===== config.mk =====
export PLATFORM = sky130hd
export DESIGN_NAME = load_mem_ctrl
export DESIGN_NICKNAME = d
export VERILOG_FILES = /design/src/rtl/load_mem_ctrl.sv
export SDC_FILE = /design/constraint.sdc
export NUM_CORES = 1
export LEC_CHECK = 0
export CORE_MARGIN = 2
export CORE_UTILIZATION = 39
export DETAILED_ROUTE_END_ITERATION = 10
export GPL_TIMING_DRIVEN = 0
export PLACE_DENSITY = 0.78
export SYNTH_ARGS = -nofsm -noshare
export SYNTH_HDL_FRONTEND = slang
export SYNTH_SLANG_ARGS = --single-unit

===== constraint.sdc =====
create_clock -name clk -period 4.6 [get_ports clk]
set_clock_uncertainty 0.2 [all_clocks]
set_input_delay 0.92 -clock clk [delete_from_list [all_inputs] [get_ports clk]]
set_output_delay 0.92 -clock clk [all_outputs]
set_load 0.05 [all_outputs]

===== src/rtl/load_mem_ctrl.sv =====
// load_mem_ctrl: runs each RV64 load as one single-beat AXI4 read, stalls the core
// while it is in flight and returns the lane-extracted, sign/zero-extended result.
module load_mem_ctrl #(
   parameter int ADDR_W = 64,
   parameter int DATA_W = 64
) (
   input  logic              clk,
   input  logic              rst,
   input  logic              load_valid,
   input  logic [31:0]       instr,
   input  logic [ADDR_W-1:0] addr,
   output logic              stall,
   output logic              load_done,
   output logic [DATA_W-1:0] load_data,
   output logic              load_err,
   output logic [ADDR_W-1:0] araddr,
   output logic [2:0]        arsize,
   output logic [7:0]        arlen,
   output logic [1:0]        arburst,
   output logic              arvalid,
   input  logic              arready,
   input  logic [DATA_W-1:0] rdata,
   input  logic [1:0]        rresp,
   input  logic              rlast,
   input  logic              rvalid,
   output logic              rready
);

   typedef enum logic [1:0] {IDLE = 2'd0, AR = 2'd1, R = 2'd2, DONE = 2'd3} state_t;
   localparam logic [6:0] OPC_LOAD = 7'b0000011;

   state_t            state_r;
   state_t            state_nx_s;
   logic [ADDR_W-1:0] addr_r;
   logic [2:0]        funct3_r;
   logic [DATA_W-1:0] data_r;
   logic              err_r;
   logic              accept_s;
   logic              bad_s;
   logic              unused_s;

   // funct3[1:0] is log2 of the access size; natural alignment is required
   function automatic logic misaligned(input logic [1:0] size, input logic [2:0] lsb);
      case (size)
         2'd0:    misaligned = 1'b0;
         2'd1:    misaligned = lsb[0];
         2'd2:    misaligned = |lsb[1:0];
         2'd3:    misaligned = |lsb;
         default: misaligned = 1'b1;
      endcase
   endfunction

   function automatic logic [DATA_W-1:0] extend(input logic [2:0] f3,
                                                input logic [DATA_W-1:0] d,
                                                input logic [2:0] lane);
      logic [DATA_W-1:0] sh;
      sh = d >> {lane, 3'b000};
      case (f3)
         3'b000:  extend = {{(DATA_W-8){sh[7]}}, sh[7:0]};
         3'b001:  extend = {{(DATA_W-16){sh[15]}}, sh[15:0]};
         3'b010:  extend = {{(DATA_W-32){sh[31]}}, sh[31:0]};
         3'b011:  extend = sh;
         3'b100:  extend = {{(DATA_W-8){1'b0}}, sh[7:0]};
         3'b101:  extend = {{(DATA_W-16){1'b0}}, sh[15:0]};
         3'b110:  extend = {{(DATA_W-32){1'b0}}, sh[31:0]};
         default: extend = {DATA_W{1'b0}};
      endcase
   endfunction

   assign accept_s = (state_r == IDLE) && load_valid;
   assign bad_s    = (instr[6:0] != OPC_LOAD) || (instr[14:12] == 3'b111) ||
                     misaligned(instr[13:12], addr[2:0]);
   assign unused_s = ^{rlast, instr[31:15], instr[11:7]};

   // State register
   always_ff @(posedge clk or posedge rst) begin
      if (rst) begin
         state_r <= IDLE;
      end else begin
         state_r <= state_nx_s;
      end
   end

   // Next-state logic; illegal or misaligned loads skip the bus entirely
   always_comb begin
      state_nx_s = state_r;
      case (state_r)
         IDLE: begin
            if (load_valid) begin
               state_nx_s = bad_s ? DONE : AR;
            end else begin
               state_nx_s = IDLE;
            end
         end
         AR: begin
            if (arready) begin
               state_nx_s = R;
            end else begin
               state_nx_s = AR;
            end
         end
         R: begin
            if (rvalid) begin
               state_nx_s = DONE;
            end else begin
               state_nx_s = R;
            end
         end
         DONE:    state_nx_s = IDLE;
         default: state_nx_s = IDLE;
      endcase
   end

   // Captured request and result; the result clears on capture and holds past DONE
   always_ff @(posedge clk or posedge rst) begin
      if (rst) begin
         addr_r   <= {ADDR_W{1'b0}};
         funct3_r <= 3'b000;
         data_r   <= {DATA_W{1'b0}};
         err_r    <= 1'b0;
      end else if (accept_s) begin
         addr_r   <= addr;
         funct3_r <= instr[14:12];
         data_r   <= {DATA_W{1'b0}};
         err_r    <= bad_s;
      end else if ((state_r == R) && rvalid) begin
         if (rresp != 2'b00) begin
            data_r <= {DATA_W{1'b0}};
            err_r  <= 1'b1;
         end else begin
            data_r <= extend(funct3_r, rdata, addr_r[2:0]);
            err_r  <= 1'b0;
         end
      end else begin
         data_r <= data_r;
         err_r  <= err_r;
      end
   end

   // Output decode from the state register; stall is forced low during reset
   always_comb begin
      arvalid   = (state_r == AR);
      rready    = (state_r == R);
      load_done = (state_r == DONE);
      stall     = !rst && (accept_s || (state_r == AR) || (state_r == R));
      araddr    = addr_r;
      arsize    = {1'b0, funct3_r[1:0]};
      arlen     = 8'd0;
      arburst   = 2'b01;
      load_data = data_r;
      load_err  = err_r;
   end

endmodule

# Yosys cells after proc, flatten, opt, wreduce, memory -nomap -nowiden
# Index checks and enable logic that the tools add are counted.
# totals
regBits	134
inputBits	168
output_inout_bits	146
word_cells	48
# classes
n_eq_ne	14
shift	1
mux	13
n_reduce_logical	15
# ops
cell	count
64-bit case mux with 7 select lines	1
64-bit two-way mux	3
64-bit by 6-bit >> shifter with 64-bit output	1
3-bit equality test (second input constant)	4
2-bit equality test (second input constant)	4
2-bit case mux with 4 select lines	1
7-bit by 2-bit inequality test with 1-bit output (second input constant)	1
3-bit by 2-bit equality test with 1-bit output (second input constant)	2
2-bit two-way mux	3
2-bit by 1-bit equality test with 1-bit output (second input constant)	2
2-bit logical NOT	2
1-bit logical OR	4
1-bit two-way mux	4
1-bit case mux with 4 select lines	1
2-bit nonzero test	2
3-bit by 1-bit equality test with 1-bit output (second input constant)	1
1-bit logical AND	3
3-bit logical NOT	1
3-bit OR reduction	1
2-bit OR reduction	1
1-bit logical NOT	1

# Logic depth before layout (Yosys ltp)
# Gate-level depths: netlist (run 1).
# logic_depth
depth_word	6
ltp_mapped	10
depth_no_buf	5

# Worst setup path before layout (run 1)
# No wires, ideal clock.
# synth_timing
path_type	input -> output
from	in rst
to	out stall
arrival_ns	2.017
t_required_ns	3.480
setup_slack_ns	1.463
stages	1
path_buffers	0
cell_sequence	nor3_1
# synth_between
elab_chain_len	2
# synth_rtl
element	line_no	source
start, declared	8	input logic rst,
1-bit logical NOT	145	stall = !rst && (accept_s || (state_r == AR) || (state_r == R));
1-bit logical AND	145	
end, declared	12	output logic stall,
# No other way between the ends.

# Worst setup path in the final report (run 1)
# Ends and elaborated chain as after synthesis.

==> results of run 1 <==
==> path summary, 6_finish.rpt <==
kind,slack (ps),end,from
max,1060,stall,rst
max in group asynchronous,2640,load_data[14],rst
min reg2reg,280,load_data[6],load_data[6]
min,280,load_data[6],load_data[6]
min in group asynchronous,720,araddr[11],rst
max reg2reg,1740,state_r[0],state_r[1]
==> through the flow <==
stage / total power, mW / hold WS (ps) / area, sq um / utilization [%]
floorplan: 5.264 / 376.2 / 7357 / -
global route: 8.769 / 312.2 / 11130 / 59.91
detailed placement: 6.930 / 273.1 / 10500 / 56.53
finish: 8.431 / 281.8 / 11130 / 59.91
CTS: 8.423 / 287.7 / 11130 / 59.91
global placement: 6.885 / 264.4 / 10440 / 56.20
==> placed cells by master, fill, tap and decap left out, types with 2 or more instances in the layout <==
cell,instances
nor2_1,25
o221ai_1,8
buf_4,15
a211oi_1,22
buf_12,3
nand3_1,11
a221o_1,17
nor2b_1,19
mux4_2,14
a21oi_2,11
a22o_1,2
inv_1,12
buf_2,14
a2bb2oi_1,8
clkinvlp_4,3
buf_6,5
mux2_2,68
clkinv_4,3
bufinv_16,3
inv_6,4
dfrtp_1,134
inv_8,2
mux2i_1,56
a22oi_1,10
clkdlybuf4s50_1,279
a21oi_1,61
a31oi_1,24
nand2b_1,10
o21ai_0,20
nand2_1,26
buf_1,4
nand4_1,2
clkbuf_1,33
nor3_1,4
o22ai_1,8
clkbuf_16,17
conb_1,11
and3_1,3
==> flip-flops by register name, summed over array words and instances (netlist names) <==
signal     count
state_r        2
araddr        64
load_data     64
load_err       1
funct3_r       3
==> layer usage <==
layer  wire (um)  vias up  share of wire [%]
li1            -     3100                  -
met1        9966     3349                 38
met2       12890      449                 49
met3        2926       63                 11
met4         764        0                2.9
met5           0        -                  0
==> worst min-delay path, cell delays in order (launching register included) <==
cell and delay [ps]:
dfrtp_1 350, nand2_1 40, o21ai_0 60
==> layout make-up <==
cell class,instances,area (sq um),share of cell area [%]
Inverter,13,52.55,0.4721
Buffer,72,382.9,3.440
Sequential cell,134,3353,30.13
Tap cell,234,292.8,2.630
Clock buffer,18,439.2,3.946
Clock inverter,14,188.9,1.697
Multi-Input combinational cell,457,3568,32.06
Timing Repair Buffer,282,2853,25.63
==> cell families after synthesis <==
family                 share of synthesized area, %
AO/OA/AOI/OAI                                 18.02
multiplexers                                  22.43
flip-flops                                    45.81
AND/OR/NAND/NOR                               7.744
buffers and inverters                         5.897
other                                        0.1026
==> cell usage after synthesis, types with 2 or more instances <==
cell type / number / area (sq um)
buf_4: 15 / 112.6
inv_1: 13 / 48.80
buf_6: 5 / 56.30
mux4_2: 14 / 315.3
a21oi_2: 11 / 96.34
a221o_1: 17 / 170.2
dfrtp_1: 134 / 3353
a31oi_1: 24 / 150.1
a22oi_1: 10 / 75.07
nand4_1: 2 / 12.51
o21ai_0: 20 / 100.1
nor3_1: 4 / 20.02
o22ai_1: 8 / 50.05
nor2b_1: 19 / 118.9
a21oi_1: 61 / 305.3
nand2b_1: 10 / 62.56
buf_2: 14 / 70.07
a22o_1: 2 / 17.52
o221ai_1: 8 / 70.07
a2bb2oi_1: 8 / 70.07
clkbuf_1: 33 / 123.9
conb_1: 2 / 7.510
and3_1: 3 / 18.77
nand2_1: 26 / 97.59
nand3_1: 11 / 55.05
a211oi_1: 22 / 165.2
buf_1: 4 / 15.01
mux2_2: 68 / 765.7
nor2_1: 25 / 93.84
mux2i_1: 56 / 560.5
==> power groups by stage <==
stage | clock (mW) | combinational [mW] | sequential [mW]
2_1_floorplan | 0 | 2.05 | 3.21
3_3_place_gp | 0 | 5.04 | 1.85
3_5_place_dp | 0 | 5.07 | 1.86
4_1_cts | 1.49 | 5.08 | 1.85
5_1_grt | 1.54 | 5.33 | 1.90
6_report | 1.47 | 5.11 | 1.85
==> summary.txt, run 1 <==
Synth
  • Dominant synthesized flop cell: dfrtp_1
  • Fraction of registers with async set/reset: 100.0%
  • YS warnings: 0
  • #FFs+latches synth: 134
  • Synth Instances: 667
  • EDFF count, synth: 0
  • Synthesized area: 7320 sq um
  • Syn_area_per_cell: 10.97 sq um
  • Unique cell type count in the Yosys netlist: 48
  • Seq/Total Area, Yosys: 45.81%

Clock tree
  • CTS root buf: clkbuf_16
  • CTS H-tree depth: 4
  • CTS Buffer Depth: 2
  • Num CTS Buffers: 17
  • Clk sinks: 134
  • CTS tree: done
  • Hold_buf cts: 0
  • Post-CTS setup buffer count: 0
  • Clock slew at reported path FFs: 70 ps
  • Worst skew pair latency: 420 ps
  • CTS resizes: 0

STA
  • FMAX: 282.6 MHz
  • Fin crit period: 3538 ps
  • Final hold viol count: 0
  • Final setup viols: 0
  • Worst slew pin tran: 999.2 ps
  • Post-layout worst setup margin: 1062 ps
  • Final critical-path share of the clock period: 76.92%
  • RSZ-0062 raised after global routing: no
  • Slew Limit Fails: 0
  • Setup TNS Final: 0 ps
  • Slew HR: 32.87%

Global routing
  • Met3 Usage GRT: 8.933%
  • GRT met2 Usage: 44.18%
  • Vias in the first global route: 7133
  • First-pass GRT wire length: 40300 um
  • Initial antenna violation count: 0
  • Congestion Overflow GR: 0
  • Largest net degree at the start of global routing: 43
  • Busiest layer in global routing: met2
  • GR Util met1: 31.86%
  • GRT Overall Usage: 26.53%

Worst setup path
  • CP Buf/Inv Count: 2
  • CP max stage delay: 830 ps
  • Crit Path Class: in -> out
  • Crit path depth: 3
  • Most frequent CP cell: clkdlybuf4s50_1
  • Critical path peak fanout: 2
  • Ordered list of cells on the worst path: clkdlybuf4s50_1 -> nor3_1 -> clkdlybuf4s50_1
  • Top cell family by delay on the critical path: buffers and inverters
  • Worst-case reg-to-reg path depth: 6
  • CP max-delay cell: clkdlybuf4s50_1
  • Startpoint Class: primary input
  • Crit end category: output pin
  • Critical path data arrival time: 2420 ps
  • Worst EP required: 3480 ps

Placed design
  • Buffers on Ports: 279
  • Placer Congestion: 0.9687
  • Pre-CTS setup slack: 717.0 ps
  • HPWL Detailed: 20150 um
  • Placed insts: 1192

Routing
  • Pre-antenna DRT Iters: 5
  • Post-Route WL: 26550 um
  • Vias: 6961
  • Final ANT Viol Nets: 0
  • DRC Markers: 0
  • WL/cell: 21.69 um
  • Vias per cell: 5.687
  • DR iter-0 viols: 638

Die
  • I/O pin cnt: 314
  • Core ar.: 18580 sq um
  • # rows: 50
  • Total die area: 19880 sq um
  • Die Height: 141.0 um
  • Initial core utilization: 39.39%
  • Die X-Extent: 141.0 um

Pwr
  • Pint: 4.363 mW
  • Combinational share of power: 60.6%
  • Sw Pwr: 4.069 mW
  • Clk pwr share: 17.4%
  • Maximum vdd drop: 494.4 uV
  • Reg power frac: 22.0%
  • Sw frac: 48.26%
  • Pwr dens: 757.5 nW/um^2
  • Lkg Pwr: 4.551 nW

Min path
  • HP Class: reg -> reg
  • WHS Path Cells: 2

Outcome
  • Status: finished clean

Layout
  • Nets: 1145
  • Non-Filler Instances: 1224
  • Fill cell count: 1531
  • Diodes inserted: 0
  • Share of cells above drive strength 1: 17.07%
  • Synth-to-Final Area Change: 52.07%

Job
  • Max Cap Viol: 0
Power figures use the tool's default switching activity.
==> run 2, diff against run 1 <==
CORE_UTILIZATION = 43   (was 39)
PLACE_DENSITY = 0.81   (was 0.78)
clock period = 3.43 ns   (was 4.6 ns; I/O delays follow)
==> run 2 against run 1 <==
Net effect: routed wire length is essentially flat; via count shrank 0.79%; critical path depth stayed put; die area is 9.0% lower; register-to-register slack got worse by 1400 ps; utilization up 6.9 points; clock power rose by 29%; final cell count shrank 1.2%; count of clock-buffer cells in the layout up 1; first-iteration DRC count is 18% lower; non-clock buffer count unchanged; critical path type unchanged.
==> summary.txt, run 2 (synthesis gave the netlist of run 1 again) <==
Die
  • Initial core utilization: 44.14%
  • Core ar.: 16580 sq um
  • Die X-Extent: 134.5 um
  • I/O pin cnt: 314
  • Total die area: 18080 sq um
  • Die Height: 134.5 um
  • # rows: 47

Placed design
  • Placed insts: 1178
  • Buffers on Ports: 279
  • Placer Congestion: 0.9854
  • HPWL Detailed: 20140 um
  • Pre-CTS setup slack: -377.9 ps

Global routing
  • Busiest layer in global routing: met2
  • Vias in the first global route: 7226
  • GRT met2 Usage: 47.68%
  • GRT Overall Usage: 29.62%
  • GR Util met1: 35.45%
  • Congestion Overflow GR: 0
  • Initial antenna violation count: 0
  • Largest net degree at the start of global routing: 43
  • Met3 Usage GRT: 10.59%
  • First-pass GRT wire length: 40600 um

Routing
  • Pre-antenna DRT Iters: 5
  • Post-Route WL: 26570 um
  • DRC Markers: 0
  • DR iter-0 viols: 525
  • WL/cell: 21.98 um
  • Vias: 6906
  • Final ANT Viol Nets: 0
  • Vias per cell: 5.712

Layout
  • Non-Filler Instances: 1209
  • Share of cells above drive strength 1: 17.09%
  • Seq. cell area: 3353 sq um
  • Multi-input logic area: 3573 sq um
  • Final core occ: 66.86%
  • Nets: 1145
  • Diodes inserted: 0
  • Synth-to-Final Area Change: 51.47%
  • Fill cell count: 1282
  • Most frequent cells in the layout: clkdlybuf4s50_1 (279), dfrtp_1 (134), mux2_2 (68)
  • Most common cell after layout, fill and taps aside: clkdlybuf4s50_1

Clock tree
  • Hold_buf cts: 0
  • CTS tree: done
  • Clock slew at reported path FFs: 70 ps
  • CTS root buf: clkbuf_16
  • Num CTS Buffers: 17
  • Worst skew pair latency: 420 ps
  • Clk sinks: 134
  • CTS H-tree depth: 4
  • CTS Buffer Depth: 2

STA
  • Slew HR: 33.55%
  • FMAX: 322.3 MHz
  • Setup TNS Final: 0 ps
  • Final setup viols: 0
  • Fin crit period: 3103 ps
  • Slew Limit Fails: 0
  • Post-layout worst setup margin: 327.5 ps
  • Worst slew pin tran: 989.1 ps
  • Final critical-path share of the clock period: 90.45%
  • RSZ-0062 raised after global routing: no
  • Final hold viol count: 0

Outcome
  • Status: finished clean

Worst setup path
  • CP max stage delay: 840 ps
  • Worst EP required: 2540 ps
  • CP max-delay cell: clkdlybuf4s50_1
  • Startpoint Class: primary input
  • Crit end category: output pin
  • Most frequent CP cell: clkdlybuf4s50_1
  • Critical path peak fanout: 2
  • Crit Path Class: in -> out
  • Ordered list of cells on the worst path: clkdlybuf4s50_1 -> nor3_1 -> clkdlybuf4s50_1
  • Critical path data arrival time: 2220 ps

Pwr
  • Pwr dens: 1014 nW/um^2
  • Pwr Total: 11.25 mW
  • Maximum vdd drop: 674.4 uV
  • Lkg Pwr: 4.540 nW

Min path
  • HP Class: reg -> reg

Job
  • Max Cap Viol: 0
[run 2: changes by cell type in the layout (fill, tap and decap cells not counted), sizes merged]
cell / previous run / this run
bufinv: 3 / 2
inv: 18 / 17
clkbuf: 52 / 53
[run 2: path summary, 6_finish.rpt]
check / startpoint / endpoint / slack (ps) / cells past startpoint
hold / removal: load_data[1] / load_data[1] / 290 / 2
setup / recovery: rst / stall / 330 / 3
min in group asynchronous: rst / state_r[1] / 620 / 2
setup reg to reg: state_r[1] / state_r[0] / 370 / 6
hold reg to reg: load_data[1] / load_data[1] / 290 / 2
max in group asynchronous: rst / load_data[44] / 1740 / 3
[run 2: cell type report]
type | instances | area share (%)
buffer | 72 | 3.453
sequential | 134 | 30.24
clock inverter | 12 | 1.298
multi-input combinational | 457 | 32.23
timing repair buffer | 282 | 25.73
clock buffer | 19 | 4.085
tap | 220 | 2.483
inverter | 13 | 0.4740
[run 2: what timing repair did]
item | CTS | global route
setup endpoints to repair | 0 | 27
buffers inserted | 0 | 0
resized for setup | 0 | 1
[run 2: routing by layer]
layer  routed length (um)  up-vias
met5                    0        -
met4                 1260        0
met3                 2728       82
met2                12370      420
met1                10210     3315
li1                     -     3089
[run 2: stage by stage]
step / hold WS [ps] / area [sq um]
CTS: 290.6 / 11080
detailed placement: 276.4 / 10490
finish: 288.7 / 11090
global route: 312.3 / 11090
floorplan: 376.2 / 7357
global placement: 262.1 / 10430
[run 2: power breakdown]
| group | internal (mW) | switching (mW) |
|---|---|---|
| sequential | 2.14 | 0.347 |
| clock | 1.12 | 0.769 |
| combinational | 2.53 | 4.34 |
| total | 5.79 | 5.46 |
[run 2: worst max-delay path: cells and delay by family]
family	cells	cell delay (ps)
buffers and inverters	2	1310
and+or+nand+nor	1	220
==> run 3, diff against run 2 <==
CAP_MARGIN = 20   (was default)
CORE_MARGIN = 3   (was 2)
==> run 3 against run 2 <==
Net effect: combinational power barely moved; non-clock buffer count did not move; register-to-register slack improved by 60 ps; utilization fell by 0.37 points; first-iteration DRC count rose by 34%; critical endpoint unchanged; largest cell class unchanged.
==> summary.txt, run 3 (synthesis gave the netlist of run 1 again) <==
Min path
  • Hold Path Origin: load_data[3]
  • HP Class: reg -> reg

Routing
  • Final ANT Viol Nets: 0
  • Vias: 7119
  • Pre-antenna DRT Iters: 6
  • DRC Markers: 0
  • WL/cell: 22.49 um
  • Vias per cell: 5.883
  • Post-Route WL: 27210 um
  • DR iter-0 viols: 706

STA
  • Worst Hold Slack: 284.0 ps
  • Fin crit period: 3105 ps
  • Worst slew pin tran: 994.0 ps
  • Final hold viol count: 0
  • FMAX: 322.0 MHz
  • Slew Limit Fails: 0
  • Final setup viols: 0
  • Setup TNS Final: 0 ps
  • RSZ-0062 raised after global routing: no
  • Final critical-path share of the clock period: 90.54%
  • Slew HR: 33.22%

Worst setup path
  • Crit Path Class: in -> out
  • Reg-to-Reg Start: state_r[1]
  • Worst EP required: 2540 ps
  • Crit path depth: 4
  • Top cell family by delay on the critical path: buffers and inverters
  • Worst-case reg-to-reg path depth: 6
  • Reg2reg end: state_r[0]
  • Critical path data arrival time: 2220 ps
  • Reg-to-reg slack, setup: 430 ps
  • Crit end category: output pin
  • CP max-delay cell: clkdlybuf4s50_1
  • Ordered list of cells on the worst path: clkdlybuf4s50_1 -> nor3_1 -> nor3_1 -> clkdlybuf4s50_1
  • Worst Setup SP: load_valid
  • Critical path peak fanout: 2
  • CP max stage delay: 840 ps
  • Critical Path End: stall
  • Startpoint Class: primary input
  • CP Buf/Inv Count: 2

Pwr
  • Maximum vdd drop: 665.4 uV
  • Sw Pwr: 5.497 mW
  • Sw frac: 49.03%
  • Combinational share of power: 61.5%
  • Pwr dens: 1013 nW/um^2
  • Lkg Pwr: 4.527 nW
  • Reg power frac: 22.3%
  • Pint: 5.715 mW
  • Clk pwr share: 16.2%

Clock tree
  • CTS root buf: clkbuf_16
  • Hold_buf cts: 0
  • CTS Buffer Depth: 2
  • Num CTS Buffers: 17
  • Clock slew at reported path FFs: 60 ps
  • Clk sinks: 134
  • Post-CTS setup buffer count: 0
  • Worst skew pair latency: 420 ps
  • CTS tree: done
  • CTS H-tree depth: 4

Global routing
  • Largest net degree at the start of global routing: 39
  • First-pass GRT wire length: 40210 um
  • Initial antenna violation count: 0
  • Congestion Overflow GR: 0
  • GRT Overall Usage: 28.45%
  • Vias in the first global route: 7307

Placed design
  • Placed Area: 10490 sq um
  • HPWL Detailed: 20530 um
  • Placer Congestion: 0.9877
  • Buffers on Ports: 279

Layout
  • Most frequent cells in the layout: clkdlybuf4s50_1 (279), dfrtp_1 (134), mux2_2 (68)
  • Share of cells above drive strength 1: 17.07%
  • Synth-to-Final Area Change: 51.16%
  • Nets: 1145
  • Diodes inserted: 0
  • Fill cell count: 1294
  • Final instance area: 11060 sq um
  • Most common cell after layout, fill and taps aside: clkdlybuf4s50_1

Die
  • Die X-Extent: 136.5 um
  • Core ar.: 16640 sq um
  • # rows: 47
  • Total die area: 18620 sq um
  • Die Height: 136.5 um
  • Initial core utilization: 43.98%
  • I/O pin cnt: 314

Outcome
  • Status: finished clean

Job
  • Max Cap Viol: 0
-- run 3: through the flow --
| step | std cells | util [%] | total power, mW | setup slack, ps |
|---|---|---|---|---|
| finish | 1210 | 66.48 | 11.21 | 324.6 |
| floorplan | 676 | - | 7.060 | 654.1 |
| CTS | 1210 | 66.45 | 11.17 | 103.5 |
| detailed placement | 1178 | 63.00 | 9.319 | -335.6 |
| global placement | 1175 | 62.64 | 9.213 | -409.5 |
| global route | 1210 | 66.48 | 11.65 | 292.0 |
-- run 3: cell type report --
| type | instances | area, sq um | share of cell area [%] |
|---|---|---|---|
| buffer | 72 | 382.9 | 3.460 |
| clock buffer | 20 | 456.7 | 4.128 |
| clock inverter | 12 | 117.6 | 1.063 |
| inverter | 13 | 52.55 | 0.4750 |
| multi-input combinational | 457 | 3573 | 32.30 |
| sequential | 134 | 3353 | 30.31 |
| tap | 220 | 275.3 | 2.488 |
| timing repair buffer | 282 | 2853 | 25.78 |
-- run 3: routing by layer --
layer | GRT usage (%) | vias to the layer above | share of wire (%)
li1 | - | 3089 | -
met2 | 46.44 | 542 | 48
met4 | 14.00 | 0 | 4.5
met5 | 0 | - | 0
met3 | 10.25 | 103 | 12
met1 | 33.10 | 3385 | 36
-- run 3: worst register-to-register path: cells and delay by family (launching register included) --
kind,cells,cell delay [ps]
AOI/OAI and AO/OA,1,190
DFF,1,430
buffers and inverters,2,960
and+or+nand+nor,3,1050
-- run 3: power groups by stage --
stage | clock network [mW] | logic, mW | registers, mW
global placement | 0 | 6.73 | 2.48
detailed placement | 0 | 6.81 | 2.51
global route | 1.90 | 7.18 | 2.57
finish | 1.81 | 6.90 | 2.50
CTS | 1.83 | 6.84 | 2.50
floorplan | 0 | 2.75 | 4.31
-- run 3: what timing repair did --
item,in CTS,in global routing
hold endpoints to repair,0,0
endpoints found under the setup margin,0,8
resized for setup,0,1
-- run 3: worst min-delay path by stage --
stage	cells after the start	to	slack, ps
final	2	load_data[3]	280
after global routing	2	load_data[25]	320
after CTS	2	load_data[3]	290
after detailed placement	2	load_data[3]	280
after global placement	2	load_data[1]	270
after floorplan	1	funct3_r[2]	380
==> RTL change: new RTL, flow settings as in run 1 <==
Reset style: synchronous (`rst`), changed in 2 clocked blocks.
--- a/src/rtl/load_mem_ctrl.sv
+++ b/src/rtl/load_mem_ctrl.sv
@@ -74,5 +74,5 @@
 
    // State register
-   always_ff @(posedge clk or posedge rst) begin
+   always_ff @(posedge clk) begin
       if (rst) begin
          state_r <= IDLE;
@@ -113,5 +113,5 @@
 
    // Captured request and result; the result clears on capture and holds past DONE
-   always_ff @(posedge clk or posedge rst) begin
+   always_ff @(posedge clk) begin
       if (rst) begin
          addr_r   <= {ADDR_W{1'b0}};
Function: differs if rst is asserted again (counterexample within 4 cycles, from zero or initial values and one cycle with rst high); with rst held inactive, the same outputs for 4 cycles.
==> RTL change against run 1 <==
Setup slack lost 0.19 ns; sequential share of layout area decreased by 5.6 points; synthesized area is 0.89% lower; non-clock buffer count up 15; wire length is 5.7% higher; sequential cell count unchanged; final area down 1.8%; register-to-register slack gained 0.20 ns; die area shrank 0.86%; count of clock-buffer cells in the layout is the same; core utilization increased by 0.55 points; largest cell class unchanged.
Power is not compared: it rests on default switching activity, and its combinational part moved more than twofold at a synthesized area within 25%.
==> RTL change: results (changes against run 1) <==
| Metric | Value |
|---|---|
| Vias in the first global route | 7463 (+4.6%) |
| WP data arrival | 2.61 ns (+0.19 ns) |
| Post-CTS sizing | 0 (unchanged) |
| CTS Buffer Depth | 2 (unchanged) |
| Worst-skew pair later-pin latency | 0.43 ns |
| I/O Buffers | 278 (-0.36%) |
| Met2 global-route usage | 44.8% (+0.60 points) |
| Layout cells sized above 1 | 12.2% (-4.9 points) |
| 1st-pass router iterations | 5 (unchanged) |
| Routed vias | 7797 (+12%) |
| R2R cell count | 7 (+1) |
| Antenna violations before repair | 0 (unchanged) |
| Largest net degree at the start of global routing | 17 (-60%) |
| DR WL/cell | 20.4 um (-6.1%) |
| Register area share after synthesis | 37.0% (-8.8 points) |
| DP Worst Slack | 0.883 ns (+0.166 ns) |
| Fillers | 1565 (+2.2%) |
| 1st-iter DRT viols | 627 (-1.7%) |
| Global-route wire length before repair | 42000 um (+4.1%) |
| Distinct cells, synth | 52 (+8.3%) |
| LEAKAGE | 3.89 nW |
| Reg-to-reg setup timing slack | 1.94 ns (+0.20 ns) |
| Hold/Removal Path Class | flip-flop to flip-flop |
| Crit-path max cell delay | 0.75 ns (-0.08 ns) |
| Synth top area cells | dfxtp_1 37%, nand2_1 9.2%, mux2i_1 9.0% |
| Worst path top cell family by delay | buffers and inverters |
| Final GP Congestion | 0.948 (-2.1%) |
| N_diodes | 0 (unchanged) |
| Post-synthesis cell count | 831 (+25%) |
| Max VDD drop | 0.313 mV |
| Via density | 5.66 (-0.51%) |
| Final WS setup | 0.867 ns (-0.195 ns) |
| Cell area after placement | 10400 um2 (-1.4%) |
| Worst path slowest cell | clkdlybuf4s50_1 |
| Met1 usage | 32.7% (+0.83 points) |
| Actual slew at the worst max-slew pin | 0.796 ns (-0.204 ns) |
| Largest fanout on the critical path | 10 (+8) |
| Status | finished, final reports clean |
| Synth cell count leaders | 178 x nand2_1, 134 x dfxtp_1, 87 x a21oi_1 |
| Async SR Flop Fraction | 0% (-100 points) |
| Hold path cells | 2 (unchanged) |
| Gr usage total | 27.6% (+1.0 points) |
| Final Power | 3.84 mW |
| Number of post-CTS setup repair buffers | 0 (unchanged) |
| Num CTS Buffers | 17 (unchanged) |
| DP Wirelength | 21800 um (+8.1%) |
| Final #Nets | 1305 (+14%) |
| Htree depth | 4 (unchanged) |
| Met3 usage | 8.14% (-0.80 points) |
| Ys Warns | 0 (unchanged) |
==> RTL change: cell count changes after synthesis, sizes merged, moves of 14 or more <==
cell | run 1 | this run
mux2 | 68 | 25
a221o | 17 | 0
dfxtp | 0 | 134
a221oi | 0 | 30
nor2b | 19 | 5
a31oi | 24 | 0
nand2 | 26 | 178
a21boi | 1 | 27
a21oi | 72 | 87
dfrtp | 134 | 0
==> RTL change: path summary, 6_finish.rpt <==
path,from,endpoint
worst max-delay path,rst,stall
worst min-delay path,araddr[24]$_SDFFE_PP0P_,araddr[24]$_SDFFE_PP0P_
worst max register to register,araddr[0]$_SDFFE_PP0P_,load_data[43]$_SDFFE_PP0P_
worst min register to register,araddr[24]$_SDFFE_PP0P_,araddr[24]$_SDFFE_PP0P_
==> RTL change: final cells by class <==
cell class,instances,area share (%)
Timing Repair Buffer,278,25.4
Inverter,5,0.172
Multi-Input combinational cell,610,37.8
Clock inverter,13,1.35
Tap cell,229,2.62
Sequential cell,134,24.5
Buffer,91,4.20
Clock buffer,18,3.92
==> RTL change: metal layers <==
metal	routed length [um]	vias to the layer above
li1	-	3592
met1	10600	3628
met2	13000	487
met3	3000	90
met4	1400	0
met5	0	-
==> RTL change: kinds of logic (layout without fill, tap and decap cells) <==
kind of cell,count (synthesis),count (layout),synth area share (%)
flip-flops,134,134,37.0
other,2,11,0.104
multiplexers,105,105,17.5
buffers and inverters,96,405,6.59
XOR/XNOR,1,1,0.121
AND/OR/NAND/NOR,258,258,15.1
AO/OA/AOI/OAI,235,235,23.6
==> RTL change: worst register-to-register path: stages (launching register included) <==
cell and delay, ns:
dfxtp_1 0.36, buf_2 0.21, buf_2 0.27, buf_2 0.32, clkbuf_1 0.45, o21ai_0 0.33
a21boi_0 0.30, a221oi_2 0.08
==> RTL change: report_power, final <==
part / leakage, nW / switching [mW] / internal (mW) / total [mW]
logic: 2.52 / 0.759 / 0.458 / 1.22
clock network: 0.275 / 0.563 / 0.803 / 1.37
registers: 1.09 / 0.0328 / 1.22 / 1.26
==> RTL change: stage by stage <==
stage | utilization [%] | hold slack [ns]
after floorplan | - | 0.393
after global placement | 57.3 | 0.240
after detailed placement | 57.3 | 0.245
after CTS | 60.5 | 0.254
after global routing | 60.5 | 0.272
final | 60.5 | 0.253
